$ cat src/rtl/cnt_ctrl_pkg.sv
// Shared types and constants for the cnt button controller.
// Debounce state enum, default timing constants, counter width helper.
package cnt_ctrl_pkg;

  typedef enum logic [1:0] {
    IDLE,
    ARM_PRESS,
    PRESSED,
    ARM_RELEASE
  } db_state_e;

  localparam int DEF_DEBOUNCE = 500000;
  localparam int DEF_DELAY    = 25000000;
  localparam int DEF_PERIOD   = 10000000;

  // Bits needed to hold 0..n-1.
  function automatic int cnt_w(input int n);
    return (n <= 2) ? 1 : $clog2(n);
  endfunction

endpackage

$ cat src/rtl/debounce.sv
// One button: 2-flop synchronizer, debounce FSM and stability counter.
// Ports: clk, rst (sync, active-low), btn (raw) -> press (1-cycle), held.
module debounce
  import cnt_ctrl_pkg::*;
#(
  parameter int CYCLES = DEF_DEBOUNCE
) (
  input  logic clk,
  input  logic rst,
  input  logic btn,
  output logic press,
  output logic held
);

  localparam int W = cnt_w(CYCLES);
  localparam logic [W-1:0] LAST = W'(CYCLES - 1);

  logic s1;
  logic s2;
  db_state_e st;
  db_state_e st_nxt;
  logic [W-1:0] cnt;
  logic [W-1:0] cnt_nxt;

  always_ff @(posedge clk) begin
    if (!rst) begin
      s1  <= 1'b0;
      s2  <= 1'b0;
      st  <= IDLE;
      cnt <= '0;
    end else begin
      s1  <= btn;
      s2  <= s1;
      st  <= st_nxt;
      cnt <= cnt_nxt;
    end
  end

  always_comb begin
    st_nxt  = st;
    cnt_nxt = cnt;
    unique case (st)
      IDLE: begin
        if (s2) begin
          st_nxt  = ARM_PRESS;
          cnt_nxt = '0;
        end
      end
      ARM_PRESS: begin
        if (!s2)
          st_nxt = IDLE;
        else if (cnt == LAST)
          st_nxt = PRESSED;
        else
          cnt_nxt = cnt + 1'b1;
      end
      PRESSED: begin
        if (!s2) begin
          st_nxt  = ARM_RELEASE;
          cnt_nxt = '0;
        end
      end
      ARM_RELEASE: begin
        if (s2)
          st_nxt = PRESSED;
        else if (cnt == LAST)
          st_nxt = IDLE;
        else
          cnt_nxt = cnt + 1'b1;
      end
      default: st_nxt = IDLE;
    endcase
  end

  // Mealy strobe: fires in the last arming cycle so the
  // registered output lands one cycle later.
  always_comb begin
    press = (st == ARM_PRESS) && s2 && (cnt == LAST);
    held  = (st == PRESSED);
  end

endmodule

$ cat src/rtl/cnt_ctrl.sv
// Pushbutton/switch front end for the cnt up/down counter.
// Ports: clk, rst (sync, active-low), btn_up/btn_down/btn_load, sw[3:0]
// in; en, up, load, count_in[3:0] out (all registered).
module cnt_ctrl
  import cnt_ctrl_pkg::*;
#(
  parameter int DEBOUNCE_CYCLES = DEF_DEBOUNCE,
  parameter int REPEAT_DELAY    = DEF_DELAY,
  parameter int REPEAT_PERIOD   = DEF_PERIOD
) (
  input  logic       clk,
  input  logic       rst,
  input  logic       btn_up,
  input  logic       btn_down,
  input  logic       btn_load,
  input  logic [3:0] sw,
  output logic       en,
  output logic       up,
  output logic       load,
  output logic [3:0] count_in
);

  localparam int RMAX =
    (REPEAT_DELAY > REPEAT_PERIOD) ? REPEAT_DELAY : REPEAT_PERIOD;
  localparam int RW = cnt_w(RMAX);
  localparam logic [RW-1:0] DLY_M1 =
    RW'((REPEAT_DELAY > 0) ? REPEAT_DELAY - 1 : 0);
  localparam logic [RW-1:0] PER_M1 =
    RW'((REPEAT_PERIOD > 0) ? REPEAT_PERIOD - 1 : 0);

  logic press_up;
  logic press_dn;
  logic press_ld;
  logic held_up;
  logic held_dn;
  logic ld_held_unused;

  debounce #(.CYCLES(DEBOUNCE_CYCLES)) u_up (
    .clk   (clk),
    .rst   (rst),
    .btn   (btn_up),
    .press (press_up),
    .held  (held_up)
  );

  debounce #(.CYCLES(DEBOUNCE_CYCLES)) u_dn (
    .clk   (clk),
    .rst   (rst),
    .btn   (btn_down),
    .press (press_dn),
    .held  (held_dn)
  );

  debounce #(.CYCLES(DEBOUNCE_CYCLES)) u_ld (
    .clk   (clk),
    .rst   (rst),
    .btn   (btn_load),
    .press (press_ld),
    .held  (ld_held_unused)
  );

  logic [3:0] sw_s1;
  logic [3:0] sw_s2;

  always_ff @(posedge clk) begin
    if (!rst) begin
      sw_s1    <= '0;
      sw_s2    <= '0;
      count_in <= '0;
    end else begin
      sw_s1    <= sw;
      sw_s2    <= sw_s1;
      count_in <= sw_s2;
    end
  end

  // Auto-repeat runs only while exactly one direction is held.
  logic          rep_act;
  logic          rep;
  logic          first;
  logic [RW-1:0] rcnt;

  assign rep_act = (REPEAT_DELAY != 0) && (held_up ^ held_dn);
  assign rep     = rep_act &&
                   (rcnt == (first ? DLY_M1 : PER_M1));

  always_ff @(posedge clk) begin
    if (!rst || !rep_act) begin
      rcnt  <= '0;
      first <= 1'b1;
    end else if (rep) begin
      rcnt  <= '0;
      first <= 1'b0;
    end else begin
      rcnt  <= rcnt + 1'b1;
    end
  end

  logic step_up;
  logic step_dn;

  assign step_up = press_up | (rep & held_up);
  assign step_dn = press_dn | (rep & held_dn);

  // Load wins over steps; opposing steps cancel.
  always_ff @(posedge clk) begin
    if (!rst) begin
      en   <= 1'b0;
      up   <= 1'b0;
      load <= 1'b0;
    end else begin
      en   <= 1'b0;
      load <= 1'b0;
      if (press_ld) begin
        load <= 1'b1;
      end else if (step_up && !step_dn) begin
        en <= 1'b1;
        up <= 1'b1;
      end else if (step_dn && !step_up) begin
        en <= 1'b1;
        up <= 1'b0;
      end
    end
  end

endmodule

$ cat config.mk
export PLATFORM = sky130hd
export DESIGN_NAME = cnt_ctrl
export DESIGN_NICKNAME = d
export VERILOG_FILES = /design/src/rtl/cnt_ctrl_pkg.sv /design/src/rtl/debounce.sv /design/src/rtl/cnt_ctrl.sv
export SDC_FILE = /design/constraint.sdc
export NUM_CORES = 1
export LEC_CHECK = 0
export ABC_CLOCK_PERIOD_IN_PS = 2600
export BUFFER_PORTS_ARGS = -buffer_cell sky130_fd_sc_hd__buf_4
export CAP_MARGIN = 20
export CORE_ASPECT_RATIO = 1.4
export CORE_UTILIZATION = 45
export DETAILED_ROUTE_END_ITERATION = 7
export HOLD_SLACK_MARGIN = 0.02
export PLACE_DENSITY = 0.71
export SLEW_MARGIN = 20
export SYNTH_ARGS = -nofsm -noshare
export SYNTH_HDL_FRONTEND = slang
export SYNTH_SLANG_ARGS = --single-unit
$ cat constraint.sdc
create_clock -name clk -period 2.6 [get_ports clk]
set_clock_uncertainty 0.2 [all_clocks]
set_input_delay 0.26 -clock clk [delete_from_list [all_inputs] [get_ports clk]]
set_output_delay 0.26 -clock clk [all_outputs]
set_load 0.02 [all_outputs]
==> flow_summary.json, run 1 <==
{
  "status": "complete, but fails checks",
  "violations": "negative setup slack",
  "ir_worst_vdd_uv": 456,
  "ys_seq_area_share_pct": 45.6,
  "portBuffers": 15,
  "yosysTopAreaCellShare_pct": 45.6,
  "dieWidth_um": 89.5,
  "multiInputGateArea_mm2": 0.00257,
  "cts_root_buf": "clkbuf_16",
  "crit_path_max_fanout": 3,
  "power_w": 0.00311,
  "setup_violations": 2,
  "clk_latency_ns": 0.34,
  "synth_cell_type_count": 51,
  "num_vias": 3954,
  "ys_warn_count": 0,
  "fin_area_mm2": 0.00577,
  "grt_first_pass_wirelength_mm": 17.2,
  "dieHeight_um": 125,
  "critPathArrivalTime_ns": 2.74,
  "hp-class": "input port to register",
  "maxSlewViolCount": 0,
  "rr_worst_depth": 9,
  "grt-ovfl-total": 0,
  "yosys.area.top_type": "dfxtp_1",
  "fp.dieArea_mm2": 0.0111,
  "layout-drive-gt1-share_pct": 15.2,
  "initial_utilization_pct": 46.4,
  "num_antenna_cells": 0,
  "synth_nets": 555,
  "gp_congestion": 0.862,
  "cts_sinks": 110,
  "drc_errors": 0,
  "syn-cell-area_mm2": 0.00483,
  "final_util_pct": 55.5,
  "start_kind": "register",
  "antenna_found_initial": 0,
  "postRouteAntennaNets": 0,
  "final.fill_count": 928,
  "clock_path_buffers": 2,
  "grt_pass1_vias": 3902,
  "viasPerCell": 5.31,
  "rows": 44,
  "dpl_cell_area_mm2": 0.00538,
  "h-tree-depth": 3,
  "holdPathStages": 2,
  "crit_type": "register to register",
  "synth_edf_count": 0,
  "regToRegEndpoint": "up",
  "async_flop_share_pct": 0,
  "final_common_cell": "dfxtp_1",
  "worst_pin_slew_ns": 0.654,
  "coreArea_mm2": 0.0104,
  "grt_max_degree": 37,
  "min_from": "rst",
  "crit_path_end_kind": "register",
  "reg2reg_slack_ns": -0.06,
  "final_cell_mix": "dfxtp_1 (106), nor2_1 (83), buf_4 (57)",
  "num-nets-final": 615,
  "leakage_nw": 2.09,
  "wl_per_cell_um": 13.3,
  "p_per_area_mw_per_mm2": 538,
  "io_pins": 16,
  "period_needed_ns": 2.66,
  "synthToLayoutAreaGrowth_pct": 19.6,
  "seq_area_mm2": 0.00221,
  "fmax_mhz": 376,
  "setup_ws_ns": -0.0579,
  "synthCells": 541,
  "final_hold_viol_count": 0,
  "max_cap_violations": 0,
  "yosys-top-cells-area": "dfxtp_1 (46%), xor2_1 (8.3%), nor2_1 (6.5%)",
  "synth_seq_cells": 110,
  "synthFlopType": "dfxtp_1",
  "post-route-period-util_pct": 102,
  "crit_required_ns": 2.68,
  "rsz0062_at_grt": "true",
  "firstDrtPassIters": 4,
  "clkSlewWorstSetupHoldPaths_ns": 0.07,
  "hold_end": "first",
  "slew_headroom_pct": 56.4,
  "drtIter0Drc": 168,
  "numCtsBuffers": 9,
  "timing.rr.start": "rcnt[23]",
  "routed_wl_mm": 9.88,
  "synth.avg_cell_area_um2": 8.92,
  "cts_tree": "built",
  "grt.total_usage_pct": 19.4,
  "hpwl_mm": 7.04
}
-- cells by family (layout without fill, tap and decap cells) --
| group | count (synthesis) | after routing | share of synthesized area (%) |
|---|---|---|---|
| AND/OR/NAND/NOR | 285 | 285 | 31.6 |
| multiplexers | 4 | 4 | 0.830 |
| buffers and inverters | 24 | 89 | 2.20 |
| flip-flops | 110 | 110 | 45.6 |
| XOR/XNOR | 71 | 71 | 12.9 |
| AO/OA/AOI/OAI | 42 | 42 | 5.52 |
| adder cells (fa/ha/maj) | 5 | 5 | 1.30 |
-- cells in the mapped netlist, types with 11 or more instances --
| master | instances |
|---|---|
| nand2_1 | 34 |
| and2_1 | 23 |
| nand3_1 | 42 |
| nor2_1 | 83 |
| nor4_1 | 11 |
| clkbuf_1 | 12 |
| xor2_1 | 46 |
| xnor2_1 | 25 |
| and3_1 | 12 |
| dfxtp_1 | 110 |
| nand4_1 | 20 |
| nor3_1 | 16 |
-- layer usage --
metal  track usage (%)  share of wire (%)  vias to the layer above
met1              23.4                 44                     1878
met5                 0                  0                        -
li1                  -                  -                     2012
met4              6.16                1.6                        0
met3              4.24                2.2                       12
met2              33.3                 52                       52
-- per-stage QoR --
stage | cells | setup slack, ns | setup TNS, ns | hold slack, ns
4_1_cts | 744 | -0.0408 | -0.0533 | 0.0633
2_1_floorplan | 541 | 0.00383 | 0 | 0.187
3_5_place_dp | 721 | -0.127 | -0.233 | 0.219
6_report | 744 | -0.0579 | -0.0715 | 0.0789
3_3_place_gp | 721 | -0.0679 | -0.0929 | 0.216
5_1_grt | 744 | -0.179 | -0.281 | 0.110
-- worst max path at each step --
stage / start / endpoint / slack (ns) / depth (start not counted)
6_report: rcnt[23] / up / -0.06 / 9
3_5_place_dp: rcnt[9] / up / -0.13 / 9
5_1_grt: rcnt[23] / up / -0.18 / 9
2_1_floorplan: rcnt[9] / up / 0.004 / 9
4_1_cts: rcnt[23] / up / -0.04 / 9
3_3_place_gp: rcnt[9] / up / -0.07 / 9
-- flip-flops by register name, summed over array words and instances (netlist names), named ones only --
name      cells
rcnt         25
u_dn.cnt     19
u_ld.cnt     19
u_up.cnt     19
count_in      4
sw_s1         4
sw_s2         4
en            1
first         1
load          1
u_dn.s1       1
u_dn.s2       1
u_dn.st       1
u_ld.s1       1
u_ld.s2       1
u_ld.st       1
u_up.s1       1
u_up.s2       1
u_up.st       1
up            1
-- power by group --
| group | switching [W] | internal (W) |
|---|---|---|
| Combinational | 0.0000433 | 0.0000325 |
| Clock | 0.000654 | 0.000673 |
| Sequential | 0.00000768 | 0.00170 |
-- cell type report --
class                      instances  share of cell area, %
timing repair buffer              64                   8.63
clock buffer                       9                   3.90
sequential                       110                   38.2
tap                              138                   2.99
multi-input combinational        407                   44.6
clock inverter                     7                   1.08
inverter                           9                  0.585
-- repair_timing --
item                       4_1_cts  5_1_grt
setup buffers                    0        0
setup endpoints to repair        2        2
hold endpoints to repair         7        0
pin swaps                        7        1
hold buffers                     7        0
resized for setup                6        1
-- worst max-delay path, cell delays in order (launching register included) --
cell,delay (ns)
dfxtp_1,0.31
or4b_1,0.52
or4_4,0.46
a211oi_4,0.29
nand3_1,0.12
o21ai_1,0.10
ha_1,0.27
a31oi_4,0.16
nand3_1,0.09
o21ai_1,0.08
Power figures use the tool's default switching activity.
==> inputs of run 2 (changes only) <==
==> constraint.sdc (replaced) <==
create_clock -name clk -period 2.6 [get_ports clk]
set_clock_uncertainty 0.2 [all_clocks]
set_input_delay 0.52 -clock clk [delete_from_list [all_inputs] [get_ports clk]]
set_output_delay 0.52 -clock clk [all_outputs]
set_load 0.02 [all_outputs]
==> flow_summary.json, run 2 (synthesized netlist as in run 1, its figures left out) <==
{
  "gp_congestion": 0.840,
  "clk_latency_ns": 0.35,
  "fin_area_mm2": 0.00578,
  "final_hold_viol_count": 0,
  "worstPathCellList": "or4b_1 -> or4_4 -> a211oi_4 -> nand3_2 -> o21ai_4 -> ha_4 -> a31oi_4 -> nand3_1 -> o21ai_1",
  "crit_required_ns": 2.68,
  "critPathArrivalTime_ns": 2.70,
  "coreArea_mm2": 0.0104,
  "layout-drive-gt1-share_pct": 17.0,
  "hp-class": "input port to register",
  "setup_ws_ns": -0.0185,
  "fmax_mhz": 382,
  "status": "complete, but fails checks",
  "dieWidth_um": 89.5,
  "crit_path_max_fanout": 3,
  "fp.dieArea_mm2": 0.0111,
  "portBuffers": 15,
  "tns_ns": -0.0185,
  "post-route-period-util_pct": 101,
  "io_pins": 16,
  "ctsHoldBuffers": 0,
  "grt_pass1_vias": 3930,
  "viasPerCell": 5.34,
  "ir_worst_vdd_uv": 335,
  "dieHeight_um": 125,
  "wl_per_cell_um": 13.1,
  "num_vias": 3948,
  "cts_sinks": 110,
  "worst_pin_slew_ns": 0.778,
  "cts_tree": "built",
  "regMostFlops": "rcnt",
  "final_cell_mix": "dfxtp_1 (103), nor2_1 (83), buf_4 (59)",
  "h-tree-depth": 3,
  "violations": "negative setup slack",
  "antenna_found_initial": 0,
  "start_kind": "register",
  "clkSlewWorstSetupHoldPaths_ns": 0.08,
  "rsz0062_at_grt": "true",
  "clock_path_buffers": 2,
  "numCtsBuffers": 9,
  "postRouteAntennaNets": 0,
  "routed_wl_mm": 9.66,
  "crit_slowest_cell": "or4b_1",
  "rows": 44,
  "grt.total_usage_pct": 19.2,
  "dpl_cell_area_mm2": 0.00537,
  "final_common_cell": "dfxtp_1",
  "synthToLayoutAreaGrowth_pct": 19.8,
  "maxSlewViolCount": 0,
  "p_per_area_mw_per_mm2": 550,
  "drtIter0Drc": 161,
  "drc_errors": 0,
  "grt-ovfl-total": 0,
  "num_antenna_cells": 0,
  "grt_first_pass_wirelength_mm": 17.1,
  "slew_headroom_pct": 47.8,
  "period_needed_ns": 2.62,
  "slowest_delay_ns": 0.51,
  "leakage_nw": 2.08,
  "final.fill_count": 901,
  "firstDrtPassIters": 6,
  "largest_register_ffs": 25,
  "num-nets-final": 610,
  "max_cap_violations": 0,
  "crit_path_end_kind": "register",
  "cts_root_buf": "clkbuf_16",
  "initial_utilization_pct": 46.4,
  "grt_max_degree": 37,
  "setup_violations": 1,
  "hpwl_mm": 6.91,
  "crit_type": "register to register"
}
run 2: changes by cell type in the layout (fill, tap and decap cells not counted), moves of 2 or more:
cell,previous run,this run
dfxtp_1,106,103
dlygate4sd3_1,7,0
dfxtp_2,4,7
buf_4,57,59
run 2: worst paths after layout:
kind	startpoint	to	slack, ns	cells past startpoint
worst min register to register	sw_s2[0]	count_in[0]	0.24	1
worst min-delay path	btn_load	u_ld.s1	0.17	2
worst max-delay path	rcnt[9]	up	-0.02	9
worst max register to register	rcnt[9]	up	-0.02	9
run 2: routing by layer:
metal / global-route usage (%) / wire (um) / vias up
met5: 0 / 0 / -
met4: 7.19 / 182 / 0
met3: 3.84 / 283 / 17
met2: 33.0 / 5000 / 59
met1: 23.0 / 4190 / 1860
li1: - / - / 2012
run 2: what timing repair did:
item / CTS / global route
pin swaps: 5 / 5
endpoints found under the setup margin: 2 / 2
buffers inserted: 1 / 2
resized for setup: 7 / 10
run 2: report_power, final:
part | internal, W | switching, W | total, W
clock network | 0.000759 | 0.000649 | 0.00141
registers | 0.00170 | 0.00000738 | 0.00170
logic | 0.0000259 | 0.0000414 | 0.0000673
total | 0.00248 | 0.000698 | 0.00318
run 2: stage by stage:
step                      hold slack (ns)  setup WS (ns)  std cells  utilization, %  power (W)
after floorplan                     0.212        0.00383        541               -    0.00179
after global placement              0.214        -0.0689        720            51.6    0.00181
after detailed placement            0.218         -0.144        720            51.6    0.00181
after CTS                           0.164        -0.0555        737            54.9    0.00321
after global routing                0.176         -0.107        739            55.6    0.00330
final                               0.172        -0.0185        739            55.6    0.00318
run 2: area by class of cell:
cell class	instances	area [um^2]	area share (%)
repair buffers	59	443	7.66
inverters	9	33.8	0.584
multi-input cells	407	2620	45.2
clock buffers	9	225	3.90
flip-flops and latches	110	2210	38.2
clock inverters	7	80.1	1.39
well taps	138	173	2.99
run 2: critical path: cells and delay by family, from the launching register on:
kind | cells | cell delay [ns]
AO/OA/AOI/OAI | 4 | 0.61
adder cells (fa/ha/maj) | 1 | 0.22
flip-flops | 1 | 0.32
AND/OR/NAND/NOR | 4 | 1.19
